==> config.mk <==
export PLATFORM = sky130hd
export DESIGN_NAME = seq_stage_controller
export DESIGN_NICKNAME = d
export VERILOG_FILES = /design/src/rtl/seq_stage_controller.sv
export SDC_FILE = /design/constraint.sdc
export NUM_CORES = 1
export LEC_CHECK = 0
export ABC_CLOCK_PERIOD_IN_PS = 2050
export CELL_PAD_IN_SITES_DETAIL_PLACEMENT = 1
export CELL_PAD_IN_SITES_GLOBAL_PLACEMENT = 1
export CORE_MARGIN = 1.5
export CORE_UTILIZATION = 31
export CTS_CLUSTER_DIAMETER = 100
export CTS_CLUSTER_SIZE = 25
export DETAILED_ROUTE_END_ITERATION = 10
export GPL_ROUTABILITY_DRIVEN = 0
export GPL_TIMING_DRIVEN = 0
export PLACE_DENSITY_LB_ADDON = 0.1
export RECOVER_POWER = 25
export SETUP_SLACK_MARGIN = 0.05
export SYNTH_ARGS = -nofsm -noshare
export SYNTH_HDL_FRONTEND = slang
export SYNTH_SLANG_ARGS = --single-unit
==> constraint.sdc <==
create_clock -name Clk -period 2.05 [get_ports Clk]
set_input_delay 0.5125 -clock Clk [delete_from_list [all_inputs] [get_ports Clk]]
set_output_delay 0.5125 -clock Clk [all_outputs]
set_load 0.03 [all_outputs]
==> src/rtl/seq_stage_controller.sv <==
`default_nettype none
// ============================================================================
// Module  : seq_stage_controller
// Brief   : Y86-64 SEQ sequencer: stage strobes, PC select, Stat, retire count
// Revision: 1.0 - initial release
// ============================================================================
module seq_stage_controller #(
    parameter logic [63:0] RESET_PC    = 64'h0,
    parameter int          MEM_TIMEOUT = 15
) (
    input  logic        Clk,
    input  logic        Reset_n,
    input  logic        Start,
    input  logic [3:0]  icode,
    input  logic        Condition,
    input  logic [63:0] valC,
    input  logic [63:0] valP,
    input  logic [63:0] valM,
    input  logic        INS,
    input  logic        ADR,
    input  logic        HLT,
    input  logic        DmemErr,
    input  logic        MemAck,
    output logic [63:0] PC,
    output logic        FetchEn,
    output logic        DecodeEn,
    output logic        ExecEn,
    output logic        WbEn,
    output logic        MemReq,
    output logic        CCWrite,
    output logic [2:0]  Stat,
    output logic        Busy,
    output logic [31:0] Retired
);

    typedef enum logic [3:0] {
        S_IDLE      = 4'd0,
        S_FETCH     = 4'd1,
        S_DECODE    = 4'd2,
        S_EXECUTE   = 4'd3,
        S_MEMORY    = 4'd4,
        S_WRITEBACK = 4'd5,
        S_PCUPD     = 4'd6,
        S_HALTED    = 4'd7,
        S_FAULT     = 4'd8
    } state_t;

    localparam logic [2:0] c_stat_aok = 3'd1;
    localparam logic [2:0] c_stat_hlt = 3'd2;
    localparam logic [2:0] c_stat_adr = 3'd3;
    localparam logic [2:0] c_stat_ins = 3'd4;
    // Last wait-count value before the timeout fires; MEMORY lasts MEM_TIMEOUT cycles.
    localparam logic [7:0] c_wait_last = 8'(MEM_TIMEOUT - 1);

    state_t      r_state;
    logic [63:0] r_pc;
    logic [63:0] r_valm;
    logic [3:0]  r_icode;
    logic [7:0]  r_wait;
    logic [31:0] r_retired;
    logic [2:0]  r_stat;
    logic        r_fetch_en, r_decode_en, r_exec_en, r_wb_en, r_mem_req;
    logic        r_cc_write, r_busy;
    logic        w_is_mem;
    logic [63:0] w_next_pc;

    always_comb begin
        w_is_mem = 1'b0;
        case (r_icode)
            4'h4, 4'h5, 4'h8, 4'h9, 4'hA, 4'hB: w_is_mem = 1'b1;
            default:                            w_is_mem = 1'b0;
        endcase
    end

    always_comb begin
        w_next_pc = valP;
        if (r_icode == 4'h8 || (r_icode == 4'h7 && Condition))
            w_next_pc = valC;
        else if (r_icode == 4'h9)
            w_next_pc = r_valm;
    end

    always_ff @(posedge Clk or negedge Reset_n) begin
        if (!Reset_n) begin
            r_state     <= S_IDLE;
            r_pc        <= RESET_PC;
            r_valm      <= 64'h0;
            r_icode     <= 4'h0;
            r_wait      <= 8'h0;
            r_retired   <= 32'h0;
            r_stat      <= c_stat_aok;
            r_fetch_en  <= 1'b0;
            r_decode_en <= 1'b0;
            r_exec_en   <= 1'b0;
            r_wb_en     <= 1'b0;
            r_mem_req   <= 1'b0;
            r_cc_write  <= 1'b0;
            r_busy      <= 1'b0;
        end else begin
            // Strobes are single-cycle; each transition raises the one for its target.
            r_fetch_en  <= 1'b0;
            r_decode_en <= 1'b0;
            r_exec_en   <= 1'b0;
            r_wb_en     <= 1'b0;
            r_mem_req   <= 1'b0;
            r_cc_write  <= 1'b0;
            case (r_state)
                S_IDLE: begin
                    if (Start) begin
                        r_state    <= S_FETCH;
                        r_fetch_en <= 1'b1;
                        r_busy     <= 1'b1;
                    end
                end
                S_FETCH: begin
                    r_icode <= icode;
                    if (ADR) begin
                        r_state <= S_FAULT;
                        r_stat  <= c_stat_adr;
                        r_busy  <= 1'b0;
                    end else if (INS) begin
                        r_state <= S_FAULT;
                        r_stat  <= c_stat_ins;
                        r_busy  <= 1'b0;
                    end else if (HLT) begin
                        r_state   <= S_HALTED;
                        r_stat    <= c_stat_hlt;
                        r_retired <= r_retired + 32'd1;
                        r_busy    <= 1'b0;
                    end else begin
                        r_state     <= S_DECODE;
                        r_decode_en <= 1'b1;
                    end
                end
                S_DECODE: begin
                    r_state    <= S_EXECUTE;
                    r_exec_en  <= 1'b1;
                    r_cc_write <= (r_icode == 4'h6);
                end
                S_EXECUTE: begin
                    if (w_is_mem) begin
                        r_state   <= S_MEMORY;
                        r_mem_req <= 1'b1;
                        r_wait    <= 8'h0;
                    end else begin
                        r_state <= S_WRITEBACK;
                        r_wb_en <= 1'b1;
                    end
                end
                S_MEMORY: begin
                    if (MemAck) begin
                        if (DmemErr) begin
                            r_state <= S_FAULT;
                            r_stat  <= c_stat_adr;
                            r_busy  <= 1'b0;
                        end else begin
                            r_state <= S_WRITEBACK;
                            r_wb_en <= 1'b1;
                            r_valm  <= valM;
                        end
                    end else if (r_wait == c_wait_last) begin
                        r_state <= S_FAULT;
                        r_stat  <= c_stat_adr;
                        r_busy  <= 1'b0;
                    end else begin
                        r_wait    <= r_wait + 8'd1;
                        r_mem_req <= 1'b1;
                    end
                end
                S_WRITEBACK: r_state <= S_PCUPD;
                S_PCUPD: begin
                    r_pc       <= w_next_pc;
                    r_retired  <= r_retired + 32'd1;
                    r_state    <= S_FETCH;
                    r_fetch_en <= 1'b1;
                end
                S_HALTED, S_FAULT: r_state <= r_state;
                default: begin
                    r_state <= S_IDLE;
                    r_busy  <= 1'b0;
                end
            endcase
        end
    end

    assign PC       = r_pc;
    assign FetchEn  = r_fetch_en;
    assign DecodeEn = r_decode_en;
    assign ExecEn   = r_exec_en;
    assign WbEn     = r_wb_en;
    assign MemReq   = r_mem_req;
    assign CCWrite  = r_cc_write;
    assign Stat     = r_stat;
    assign Busy     = r_busy;
    assign Retired  = r_retired;

endmodule
`default_nettype wire

==> implementation parameters <==
Parameter                              Value

Outcome
  Run status ... finished with violations
  Violated checks ... setup timing

Clock network
  Clock tree from TritonCTS ... yes
  CTS root buffer ... clkbuf_16
  Cts-stage hold buffer count ... 0
  Clk buf depth ... 2
  Htree depth ... 4
  CTS sink count ... 186
  CTS Buf Count ... 17
  Clock latency at the later pin of the worst-skew pair ... 0.44 ns
  Clock Pin Slew Worst Setup and Hold Paths ... 0.08 ns

Floorplan
  Standard cell core area ... 27,860 sq um
  Top-Level Pins ... 311
  Die width ... 171.5 um
  Die area ... 29,430 sq um
  Number of rows created at floorplan ... 61
  Starting density of the core ... 0.3161
  Die Span Y ... 171.5 um

Finish
  Layout overhead on the synthesized area ... 50.88%
  Ratio of cells with drive above 1 in the final layout ... 0.1789
  Fin area ... 13,290 sq um
  Total Nets Final ... 1,324
  Sequential cell area ... 4659 sq um
  Footprint of the multi-input gates ... 4026 sq um
  Count of antenna diodes in the layout ... 0
  Final std cells w/o fill ... 1,507
  Number of filler cells placed in the layout ... 2,984

Setup path
  Worst setup EP type ... flop
  Data required time at the worst endpoint ... 2.37 ns
  Last element of the critical path ... Stat[1]
  Number of cells on the worst reg-to-reg path ... 7
  Critical path launch point ... r_wait[0]
  Maximum fanout along the worst path ... 4
  Crit path DAT ... 2.41 ns
  Reg2Reg Launch Point ... r_wait[0]
  Worst R2R End ... Stat[1]
  Startpoint type of the worst setup path ... flop
  Critical path start-end classification ... flop to flop
  Worst-case register-to-register setup slack ... -0.04 ns

Flow run
  Max cap viols ... 0

Detailed routing
  Final Routed Wirelength ... 29,710 um
  Antenna Violating Nets Remaining ... 0
  First drt pass iteration count ... 4
  DRC violations left ... 0
  Detailed-route wire length per cell ... 19.71 um
  Per-cell via count in the routed design ... 4.853
  Total vias in the final route ... 7,313
  Iteration-0 DRC Markers ... 229

Global routing
  Maximum number of pins on one net before global-route repair ... 101
  Vias in the first global route ... 7,732
  Global-route congestion overflow total ... 0
  Antenna violations before repair ... 1
  Global-route wire length before repair ... 44,790 um
  All-layer global routing usage ... 0.2026

Synth
  Seq/Total Area, Yosys ... 0.5287
  Cell with the most instances after synthesis ... dfrtp_1
  Total nets after synthesis ... 971
  Post-synthesis register bit count ... 186
  Largest cells by area after synthesis ... dfrtp_1, mux2_2, mux2i_1
  Yosys warnings ... 0
  Post-synth top area share ... 0.5257
  Gate Count Post-Synth ... 763
  Cell Area, Synth ... 8806 sq um
  Number of flops mapped to enable cells by yosys ... 0
  Unique cell type count in the Yosys netlist ... 47
  Cell taking the most area after synthesis ... dfrtp_1
  Mapped Avg Cell Area ... 11.54 sq um
  Async SR Flop Fraction ... 1.000
  Top cells by instance count after synthesis ... dfrtp_1, mux2_2, o21ai_0
  Commonest register cell after synthesis ... dfrtp_1

Timing
  Hold violation count in the final report ... 0
  Final max-slew violation count ... 0
  Fin crit share ... 1.018
  Final Worst Setup Slack ... -0.03694 ns
  Minimum period implied by the final worst setup slack ... 2.087 ns
  Count of final setup violators ... 2
  RSZ-0062 raised after global routing ... true
  Maximum clock frequency ... 0.4792 GHz
  Worst-case headroom to the max-slew limit ... 0.04158
  Slew at the pin closest to its max-slew limit ... 1.438 ns
  Final Skew ... 0.01361 ns

Placement
  HPWL Detailed ... 21,570 um
  Post-Place Cell Area ... 12,420 sq um
  Placed Instances ... 1,452
  Count of buffers inserted at the top-level ports ... 310

Pwr
  Static leakage ... 6.583 nW
  Peak VDD IR ... 488.3 uV
  Power density normalized to cell area ... 1027 nW/um^2

Hold path
  Tightest Hold Check Type ... input port to asynchronous set/reset pin
==> final cells by class <==
| class | instances | area share |
|---|---|---|
| flip-flops and latches | 186 | 0.3507 |
| multi-input cells | 519 | 0.3030 |
| repair buffers | 334 | 0.2401 |
| well taps | 378 | 0.03560 |
| clock buffers | 18 | 0.03230 |
| plain buffers | 50 | 0.02496 |
| clock inverters | 14 | 0.01102 |
| inverters | 8 | 0.002260 |
==> metrics by stage <==
step	hold WS [ns]	TNS (ns)	setup WS (ns)	power (mW)	utilization
after floorplan	0.2169	-0.05905	-0.05905	8.152	-
after global placement	0.4578	-1585.64	-8.039	10.26	0.4446
after detailed placement	0.4569	-98.78	-1.100	10.35	0.4458
after CTS	0.1438	-0.5479	-0.1642	13.71	0.4702
after global routing	0.4748	-4.274	-0.1533	14.44	0.4769
final	0.4285	-0.03986	-0.03694	13.64	0.4769
==> worst min path at each step <==
| stage | from | endpoint |
|---|---|---|
| 2_1_floorplan | Reset_n | Busy |
| 3_3_place_gp | Stat[0] | Stat[0] |
| 3_5_place_dp | Retired[31] | Retired[31] |
| 4_1_cts | Reset_n | Retired[8] |
| 5_1_grt | Retired[31] | Retired[31] |
| 6_report | Reset_n | Retired[8] |
==> registers in the layout (all words and copies together) (netlist names) <==
register  count
ExecEn        1
r_icode       4
DecodeEn      1
r_wait        8
MemReq        1
r_state       4
Retired      32
WbEn          1
PC           64
r_valm       64
Stat          3
FetchEn       1
Busy          1
CCWrite       1
==> power by group <==
| group | internal [mW] | switching [mW] | leakage [nW] | total (mW) |
|---|---|---|---|---|
| clock network | 1.73 | 1.61 | 0.283 | 3.34 |
| logic | 2.34 | 2.79 | 3.84 | 5.13 |
| registers | 4.62 | 0.556 | 2.46 | 5.17 |
==> critical path, cell delays in order (launching register included) <==
cell,delay [ns]
dfrtp_1,0.38
inv_1,0.06
ha_1,0.14
or4b_4,0.47
nor3_4,0.20
nor2_4,0.09
nor4_4,0.27
mux2_2,0.37
==> cell families (layout without fill, tap and decap cells) <==
| group | after synthesis | count (layout) | synth area share |
|---|---|---|---|
| compound gates | 210 | 210 | 0.1435 |
| xor+xnor | 37 | 37 | 0.03680 |
| fa+ha+maj | 3 | 3 | 0.004263 |
| buf+inv | 58 | 424 | 0.02728 |
| flops | 186 | 186 | 0.5287 |
| mux | 137 | 137 | 0.1657 |
| simple gates | 132 | 132 | 0.09378 |
==> per-layer routing <==
metal / wire length (um) / track usage / vias to the layer above
li1: - / - / 3459
met1: 12710 / 0.2509 / 3605
met2: 14170 / 0.3337 / 218
met3: 2315 / 0.06696 / 31
met4: 522 / 0.06178 / 0
met5: 0 / 0 / -
==> repair_timing <==
item | 4_1_cts | 5_1_grt
endpoints found under the setup margin | 259 | 141
resized for setup | 140 | 67
buffers inserted | 13 | 10
pin swaps | 9 | 15
==> cells in the final DEF, fill, tap and decap left out, drive strengths merged, types with 9 or more instances in the layout <==
cell,synthesis,layout
a21oi,67,67
nor2,19,19
nor4,13,13
buf,15,47
dlygate4sd2,0,94
o21ai,69,69
clkbuf,35,46
nand2,30,30
xor2,12,12
nand3,18,18
mux2i,67,67
inv,8,18
clkdlybuf4s50,0,207
nand4,9,9
a21o,64,64
mux2,70,70
nor3,13,13
xnor2,25,25
dfrtp,185,185
No activity file was read; power rests on OpenSTA's default activity.
